[src/rtl/cache_refill_ctrl_if.sv]
// Memory read port of the refill controller: one request/grant handshake followed by
// rvalid-qualified read beats.
interface cache_refill_ctrl_if #(
  parameter int DATA_W = 32
);
  logic              mem_req;
  logic [31:0]       mem_addr;
  logic              mem_gnt;
  logic              mem_rvalid;
  logic [DATA_W-1:0] mem_rdata;

  modport master (
    output mem_req, mem_addr,
    input  mem_gnt, mem_rvalid, mem_rdata
  );

  modport slave (
    input  mem_req, mem_addr,
    output mem_gnt, mem_rvalid, mem_rdata
  );
endinterface

[src/rtl/cache_refill_ctrl.sv]
// 2-way cache miss refill controller: victim select, invalidate, 4-beat line fetch, tag commit.
// Optional macro CRITICAL_WORD_FIRST_EN fetches the missed word first and wraps the line.
module cache_refill_ctrl #(
  parameter int TAG_W  = 28,
  parameter int DATA_W = 32,
  parameter int BEATS  = 4
) (
  input  logic                clk,
  input  logic                rst_n,
  input  logic                miss_valid,
  input  logic [31:0]         miss_addr,
  input  logic                lookup_valid,
  input  logic                hit0,
  input  logic                hit1,
  input  logic                v_way0,
  input  logic                v_way1,
  output logic                busy,
  output logic                victim_way,
  output logic [1:0]          way_we,
  output logic [TAG_W-1:0]    way_tag,
  output logic                way_valid,
  output logic                data_we,
  output logic [1:0]          data_idx,
  output logic [DATA_W-1:0]   data_wdata,
  output logic                crit_valid,
  output logic [DATA_W-1:0]   crit_data,
  output logic                refill_done,
  cache_refill_ctrl_if.master mem
);

  typedef enum logic [2:0] {
    S_IDLE,
    S_INVAL,
    S_REQ,
    S_FILL,
    S_COMMIT
  } state_e;

  state_e      state, state_nxt;
  logic [31:2] addr_q;
  logic        victim_q;
  logic        lru;
  logic [1:0]  beat_q;
  logic        victim_sel;
  logic        last_beat;
  logic        unused_addr_bits;

  // Byte offset within a word never affects the refill.
  assign unused_addr_bits = ^miss_addr[1:0];

  // Empty ways are always filled first; LRU only arbitrates when both are valid.
  assign victim_sel = !v_way0 ? 1'b0 : (!v_way1 ? 1'b1 : lru);
  assign last_beat  = (beat_q == 2'(BEATS - 1));

  // NOTE: sequential state uses non-blocking assignments so every register samples
  // pre-edge values; this is what lets a coincident miss use the old LRU bit.
  always_ff @(posedge clk or negedge rst_n) begin
    if (!rst_n) state <= S_IDLE;
    else        state <= state_nxt;
  end

  // NOTE: every always_comb output gets a default first, so no path can infer a latch.
  always_comb begin
    state_nxt = state;
    case (state)
      S_IDLE:   if (miss_valid) state_nxt = S_INVAL;
      S_INVAL:  state_nxt = S_REQ;
      S_REQ:    if (mem.mem_gnt) state_nxt = S_FILL;
      S_FILL:   if (mem.mem_rvalid && last_beat) state_nxt = S_COMMIT;
      S_COMMIT: state_nxt = S_IDLE;
      default:  state_nxt = S_IDLE;
    endcase
  end

  always_comb begin
    busy        = (state != S_IDLE);
    way_we      = 2'b00;
    way_valid   = 1'b0;
    mem.mem_req = 1'b0;
    data_we     = 1'b0;
    refill_done = 1'b0;
    case (state)
      S_INVAL:  way_we = victim_q ? 2'b10 : 2'b01;
      S_REQ:    mem.mem_req = 1'b1;
      S_FILL:   data_we = mem.mem_rvalid;
      S_COMMIT: begin
        way_we      = victim_q ? 2'b10 : 2'b01;
        way_valid   = 1'b1;
        refill_done = 1'b1;
      end
      default: ;
    endcase
  end

  always_ff @(posedge clk or negedge rst_n) begin
    if (!rst_n) begin
      addr_q   <= '0;
      victim_q <= 1'b0;
      lru      <= 1'b0;
      beat_q   <= '0;
    end else begin
      case (state)
        S_IDLE: begin
          beat_q <= '0;
          if (miss_valid) begin
            addr_q   <= miss_addr[31:2];
            victim_q <= victim_sel;
          end
          // A double hit carries no recency information, so it leaves LRU alone.
          if (lookup_valid && (hit0 ^ hit1)) lru <= hit0;
        end
        S_FILL:   if (mem.mem_rvalid) beat_q <= beat_q + 2'd1;
        S_COMMIT: lru <= ~victim_q;
        default: ;
      endcase
    end
  end

  assign victim_way = victim_q;
  assign way_tag    = addr_q[31:32-TAG_W];
  assign data_wdata = mem.mem_rdata;
  assign crit_data  = mem.mem_rdata;

`ifdef CRITICAL_WORD_FIRST_EN
  assign mem.mem_addr = {addr_q, 2'b00};
  assign data_idx     = addr_q[3:2] + beat_q;
  assign crit_valid   = data_we && (beat_q == 2'd0);
`else
  assign mem.mem_addr = {addr_q[31:4], 4'b0000};
  assign data_idx     = beat_q;
  assign crit_valid   = data_we && (beat_q == addr_q[3:2]);
`endif

endmodule

[src/flat_wrapper.sv]
// flat-port wrapper written by rule: the top's interface ports become plain ports
module cache_refill_ctrl_flat 
#(
  parameter int TAG_W  = 28,
  parameter int DATA_W = 32,
  parameter int BEATS  = 4
)
  (clk, rst_n, miss_valid, miss_addr, lookup_valid, hit0, hit1, v_way0, v_way1, busy, victim_way, way_we, way_tag, way_valid, data_we, data_idx, data_wdata, crit_valid, crit_data, refill_done, mem_mem_req, mem_mem_addr, mem_mem_gnt, mem_mem_rvalid, mem_mem_rdata);
  cache_refill_ctrl_if #(.DATA_W(DATA_W)) mem_i ();
  input  logic clk;
  input  logic rst_n;
  input  logic miss_valid;
  input  logic [31:0] miss_addr;
  input  logic lookup_valid;
  input  logic hit0;
  input  logic hit1;
  input  logic v_way0;
  input  logic v_way1;
  output logic busy;
  output logic victim_way;
  output logic [1:0] way_we;
  output logic [TAG_W-1:0] way_tag;
  output logic way_valid;
  output logic data_we;
  output logic [1:0] data_idx;
  output logic [DATA_W-1:0] data_wdata;
  output logic crit_valid;
  output logic [DATA_W-1:0] crit_data;
  output logic refill_done;
  output wire logic [$bits(mem_i.mem_req)-1:0] mem_mem_req;
  output wire logic [$bits(mem_i.mem_addr)-1:0] mem_mem_addr;
  input wire logic [$bits(mem_i.mem_gnt)-1:0] mem_mem_gnt;
  input wire logic [$bits(mem_i.mem_rvalid)-1:0] mem_mem_rvalid;
  input wire logic [$bits(mem_i.mem_rdata)-1:0] mem_mem_rdata;
  assign mem_mem_req = mem_i.mem_req;
  assign mem_mem_addr = mem_i.mem_addr;
  assign mem_i.mem_gnt = mem_mem_gnt;
  assign mem_i.mem_rvalid = mem_mem_rvalid;
  assign mem_i.mem_rdata = mem_mem_rdata;
  cache_refill_ctrl #(.TAG_W(TAG_W), .DATA_W(DATA_W), .BEATS(BEATS)) u_core (.clk(clk), .rst_n(rst_n), .miss_valid(miss_valid), .miss_addr(miss_addr), .lookup_valid(lookup_valid), .hit0(hit0), .hit1(hit1), .v_way0(v_way0), .v_way1(v_way1), .busy(busy), .victim_way(victim_way), .way_we(way_we), .way_tag(way_tag), .way_valid(way_valid), .data_we(data_we), .data_idx(data_idx), .data_wdata(data_wdata), .crit_valid(crit_valid), .crit_data(crit_data), .refill_done(refill_done), .mem(mem_i));
endmodule
[config.mk]
export PLATFORM = sky130hd
export DESIGN_NAME = cache_refill_ctrl_flat
export DESIGN_NICKNAME = d
export VERILOG_FILES = /design/src/rtl/cache_refill_ctrl_if.sv /design/src/rtl/cache_refill_ctrl.sv /design/src/flat_wrapper.sv
export SDC_FILE = /design/constraint.sdc
export NUM_CORES = 1
export LEC_CHECK = 0
export CELL_PAD_IN_SITES_DETAIL_PLACEMENT = 1
export CELL_PAD_IN_SITES_GLOBAL_PLACEMENT = 1
export CORE_MARGIN = 2
export CORE_UTILIZATION = 23
export DETAILED_ROUTE_END_ITERATION = 7
export GPL_TIMING_DRIVEN = 1
export HOLD_SLACK_MARGIN = 0.15
export PLACE_DENSITY = 0.92
export SETUP_SLACK_MARGIN = 0.05
export SYNTH_ARGS = -nofsm -noshare
export SYNTH_HDL_FRONTEND = slang
export SYNTH_SLANG_ARGS = --single-unit
[constraint.sdc]
create_clock -name clk -period 1.6 [get_ports clk]
set_input_delay 0.32 -clock clk [delete_from_list [all_inputs] [get_ports clk]]
set_output_delay 0.32 -clock clk [all_outputs]
set_load 0.01 [all_outputs]
==> metrics.txt, run 1 <==
PnR Total Power=6130 uW; vias in the first global route=1,597; delay of the slowest critical-path stage=0.43 ns; CTS Buf Count=5; DRT Pass-1 Iters=2; area of the core=approximately 11,000 um2; CP Max Fanout=3; DP Worst Slack=-0.576 ns; Final Skew=0.00553 ns; Synth Register Bits=37; Synth Instances=239; Post-synth EDFFs=0; GRT Overall Usage=0.0980; Lkg Pwr=about 0.0019 uW; hold wc startpoint=u_core.addr_q[8]; Yosys cell types=33; Synth async-reset ratio=1.00; clock latency on the worst-skew pair=between 0.2 and 0.3 ns; clk sinks=37; worst reg-to-reg setup slack=-0.05 ns; wire per inst=~16 um; r2r endpoint=u_core.addr_q[15]; Setup Crit Path Kind=flip-flop to primary output; hold path endpoint=u_core.addr_q[8]; final worst slack=-0.0985 ns; layout cells sized above 1=0.370; Synth Flop Type=dfrtp_1; die width=about 110 um; fin. max-slew vios=0; global route overflow=0; ratio of routed vias to standard cells=3.89; failing checks=negative setup slack; Die Span Y=109 um; Startpoint Class=flip-flop; ANT nets after route=0; Clock Pin Slew Worst Setup and Hold Paths=0.08 ns; Reg2Reg Depth=5; TritonCTS clock tree=yes; area grow syn2layout=37.6%; pwr/cell area=approximately 1800 nW/um2; critical-path cell with the highest stage delay=dfrtp_1; Layout Nets=~340; Ys Warns=0; crit-path cells=buf_6 -> or3_4 -> buf_6; FILL cells=1,147; antenna diode count=0; clock buffer depth=2; CP dominant cell by count=buf_6; Starting DRT DRC Count=52; setup repair after global routing missed its margin=true; first-pass GRT wire length=8690 um; register area=just over 900 um2; MaxCap Viol Count=0; Die ar.=~12,000 um2; Hold Path Class=flip-flop to flip-flop; gpl congestion=roughly 0.71; CP Capture Type=primary output; Crit path arrival time=1.38 ns; Rows=38; Max Freq=between 500 and 600 MHz; Syn Std Cell Area=between 2000 and 3000 um2; Final Core Density=0.322; post-synthesis area per instance=around 11 um2; # IOs=209; HPWL Detailed=roughly 4200 um; clock root buffer=clkbuf_8; Vias=1,564; H-tree Lvls=2; drt total wl=6390 um; Initial Util=0.234; multi-input combinational cell area=776 um2; Final Critical Period=1.70 ns; VDD IR max=0.578 mV; final period utilization=1.06; initial antenna violation count=0; largest net degree at the start of global routing=38; WHS Path Cells=1; I/O Buffers=106; register area share after synthesis=0.367; Final Setup Violations=31; final hold viol count=0; reg2reg start=u_core.state[0]; CP required=1.28 ns; residual DRC count=0; outcome=complete, but fails checks
-- Yosys cell counts, types with 2 or more instances --
cell      instances  area, um2
nand3_1           4       20.0
a21oi_1           2       10.0
nand4b_1          2       17.5
xor2_1            2       17.5
dfrtp_1          37        926
nor2_1            2       7.51
o21ai_0           3       15.0
inv_1             3       11.3
buf_6             3       33.8
mux2_1            2       22.5
buf_4           126        946
nor3_1            3       15.0
nand2_1           2       7.51
mux2_2           28        315
nand2b_1          2       12.5
-- per-stage QoR --
stage                     cells  setup TNS [ns]  hold WS, ns  cell area [um2]
after global placement      375           -8.06        0.397             2910
after floorplan             242               0       0.0244             2530
after global routing        402           -4.45        0.555             3470
after CTS                   396           -1.60        0.542             3160
final                       402           -1.35        0.533             3470
after detailed placement    375           -8.65        0.416             2910
-- worst max-delay path: cells and delay by family, from the launching register on --
family,cells,cell delay (ns)
buffers and inverters,2,0.27
DFF,1,0.43
and+or+nand+nor,1,0.39
-- power by group --
group / internal [uW] / switching [uW]
sequential: 1360 / 340
clock: 620 / 352
combinational: 2100 / 1350
-- flip-flops by register name, indices dropped and copies added, names as in the netlist --
register,flops
u_core.data_idx,2
u_core.addr_q,30
u_core.victim_way,1
u_core.state,3
u_core.lru,1
-- worst max path at each step --
stage                          from                end  slack, ns
finish              u_core.state[1]               busy       -0.1
global route        u_core.state[0]         crit_valid      -0.18
CTS                 u_core.state[1]               busy      -0.11
detailed placement   mem_mem_rvalid         crit_valid      -0.58
global placement     mem_mem_rvalid         crit_valid      -0.59
floorplan           u_core.state[0]  u_core.addr_q[10]       0.13
-- cell usage in the layout, fill, tap and decap left out, types with 2 or more instances in the layout --
cell             count
dfrtp_1             36
o21ai_1              2
buf_2                5
xor2_1               2
dlygate4sd2_1       27
buf_6               12
nor3_2               3
bufinv_16            2
clkdlybuf4s50_1     38
nand2_1              2
clkbuf_8             5
nand3_1              3
buf_8                3
buf_4               23
dlymetal6s2s_1      32
mux2_4              30
inv_1                2
conb_1               4
a21oi_1              2
nand4b_1             2
-- timing repair --
item	CTS	global route
hold endpoints to repair	37	0
buffers inserted	11	5
endpoints found under the setup margin	69	73
pin swaps	3	2
gates resized for setup	75	86
cloned	1	2
hold buffers	1	0
-- kinds of logic (layout without fill, tap and decap cells) --
family / Yosys count / count (layout) / share of synthesized area
XOR/XNOR: 3 / 3 / 0.0104
AO/OA/AOI/OAI: 10 / 10 / 0.0248
buffers and inverters: 134 / 154 / 0.396
adder cells (fa/ha/maj): 1 / 1 / 0.00496
other: 1 / 4 / 0.00149
AND/OR/NAND/NOR: 22 / 22 / 0.0575
flip-flops: 37 / 37 / 0.367
multiplexers: 31 / 31 / 0.138
-- layer usage --
metal	track usage	vias up	wire (um)
li1	-	687	-
met1	0.0978	779	2340
met2	0.178	83	3330
met3	0.0377	15	570
met4	0.0476	0	150
met5	0	-	0
-- layout make-up --
class                           instances  area share
Timing Repair Buffer                  143       0.418
Sequential cell                        37       0.267
Multi-Input combinational cell         71       0.223
Tap cell                              140      0.0504
Clock buffer                            5      0.0198
Clock inverter                          3      0.0187
Inverter                                3     0.00324
Note: power is estimated with default switching activity, not from simulation.
==> inputs of run 2 (changes only) <==
--- a/config.mk
+++ b/config.mk
@@ -8,11 +8,11 @@
 export CELL_PAD_IN_SITES_DETAIL_PLACEMENT = 1
 export CELL_PAD_IN_SITES_GLOBAL_PLACEMENT = 1
 export CORE_MARGIN = 2
-export CORE_UTILIZATION = 23
+export CORE_UTILIZATION = 24
 export DETAILED_ROUTE_END_ITERATION = 7
 export GPL_TIMING_DRIVEN = 1
 export HOLD_SLACK_MARGIN = 0.15
-export PLACE_DENSITY = 0.92
+export PLACE_DENSITY = 0.95
 export SETUP_SLACK_MARGIN = 0.05
 export SYNTH_ARGS = -nofsm -noshare
 export SYNTH_HDL_FRONTEND = slang
==> constraint.sdc (replaced) <==
create_clock -name clk -period 2.1 [get_ports clk]
set_input_delay 0.42 -clock clk [delete_from_list [all_inputs] [get_ports clk]]
set_output_delay 0.42 -clock clk [all_outputs]
set_load 0.01 [all_outputs]
==> run 2 against run 1 <==
The run now ends clean. Clock skew rose by 0.0045 ns. Flip-flop and latch count did not move. Sequential share of layout area rose by 4.4 points. Power fell by 34%. Utilization fell by 3.1 points.
==> metrics.txt, run 2 (same netlist as run 1, synthesis figures left out) <==
Rows=37; r2r endpoint=u_core.addr_q[12]; clk sinks=37; MaxCap Viol Count=0; worst setup path startpoint=u_core.state[2]; final hold viol count=0; crit-path cells=buf_4 -> or3_1 -> dlygate4sd2_1; most flop-heavy register=u_core.addr_q; VDD IR max=0.402 mV; Vias=1,463; CP Capture Type=primary output; commonest non-fill, non-tap cell in the layout=clkdlybuf4s50_1; Hold Path Class=input pin to async pin; area of the core=~10,000 um2; Lkg Pwr=between 0.001 and 0.0015 uW; antenna diode count=0; Setup TNS Final=0 ns; CTS Buf Count=5; clock buffer depth=2; largest net degree at the start of global routing=38; CP required=between 1.5 and 2 ns; Worst path top cell family by delay=buffers and inverters; normalized max-slew margin=0.422; CP Max Fanout=5; Worst Path Buf+Inv=2; layout cells sized above 1=0.245; area grow syn2layout=18.5%; Starting DRT DRC Count=36; outcome=complete, no violations; Die Span Y=107 um; H-tree Lvls=2; Die ar.=11,400 um2; Reg2Reg Depth=5; highest-count cells in the layout ignoring fill and taps=clkdlybuf4s50_1, dfrtp_1, mux2_2; residual DRC count=0; # IOs=about 210; max FFs per register=30; delay of the slowest critical-path stage=~0.43 ns; fin. max-slew vios=0; actual slew at the worst max-slew pin=a little under 0.9 ns; Final Setup Violations=0; initial antenna violation count=0; Layout Nets=315; TritonCTS clock tree=yes; Max Freq=between 500 and 600 MHz; GRT Overall Usage=0.0915; HPWL Detailed=approximately 4000 um; first-pass GRT wire length=8120 um; setup repair after global routing missed its margin=true; ratio of routed vias to standard cells=3.88; Final Critical Period=1.98 ns; Clock Pin Slew Worst Setup and Hold Paths=~0.09 ns; worst reg-to-reg setup slack=0.26 ns; I/O Buffers=106; Initial Util=0.246; Crit path arrival time=1.56 ns; wire per inst=between 10 and 15 um; gpl congestion=0.702; DRT Pass-1 Iters=4; clock root buffer=clkbuf_8; Final Skew=roughly 0.01 ns; Startpoint Class=flip-flop; final worst slack=0.116 ns; DP Worst Slack=-0.151 ns; global route overflow=0; drt total wl=5230 um; die width=~110 um; critical-path cell with the highest stage delay=dfrtp_2; ANT nets after route=0; vias in the first global route=1,551; clock latency on the worst-skew pair=0.29 ns; Setup Crit Path Kind=flip-flop to primary output; pwr/cell area=1360 nW/um2; reg2reg start=u_core.state[0]; final period utilization=0.945; Fin Hold WS=0.240 ns
[run 2: cell types whose count changed in the layout (fill, tap and decap cells not counted), moves of 3 or more]
cell             before  now
clkdlybuf4s50_1      38   97
dlymetal6s2s_1       32    2
mux2_4               30    0
mux2_2                0   28
dlygate4sd2_1        27    4
buf_6                12    0
buf_4                23   15
buf_2                 5    1
buf_8                 3    0
[run 2: stage by stage]
stage,utilization,cells,cell area [um2],power [uW]
floorplan,-,242,2530,2940
CTS,0.290,377,2980,4140
detailed placement,0.278,362,2850,3570
finish,0.291,377,2990,4060
global route,0.291,377,2990,4340
global placement,0.278,362,2850,3470
[run 2: worst max path at each step]
stage	endpoint	slack, ns	depth (start not counted)
after floorplan	crit_valid	0.54	3
after global placement	crit_valid	-0.11	4
after detailed placement	crit_valid	-0.15	4
after CTS	refill_done	0.07	3
after global routing	crit_valid	0.02	4
final	busy	0.12	3
[run 2: timing repair]
| item | CTS | global route |
|---|---|---|
| hold buffers | 0 | 0 |
| setup endpoints to repair | 8 | 5 |
| resized for setup | 9 | 6 |
| pin swaps | 0 | 0 |
| setup buffers | 7 | 0 |
[run 2: cell type report]
class / count / area, um2
flip-flops and latches: 37 / 930
clock buffers: 6 / 72.6
fillers: 1161 / 7290
multi-input cells: 71 / 614
repair buffers: 122 / 1180
inverters: 3 / 11.3
clock inverters: 2 / 10.0
well taps: 136 / 170
[run 2: per-layer routing]
metal / track usage / part of all wire
met1: 0.0945 / 0.36
met2: 0.168 / 0.53
met3: 0.0215 / 0.086
met4: 0.0519 / 0.025
met5: 0 / 0
[run 2: power by group]
group | total, uW | leakage (uW) | switching (uW) | internal [uW]
Combinational | 2250 | 0.000787 | 840 | 1410
Sequential | 1310 | 0.000455 | 268 | 1040
Clock | 499 | 0.0000450 | 268 | 231
Total | 4060 | 0.00129 | 1380 | 2680
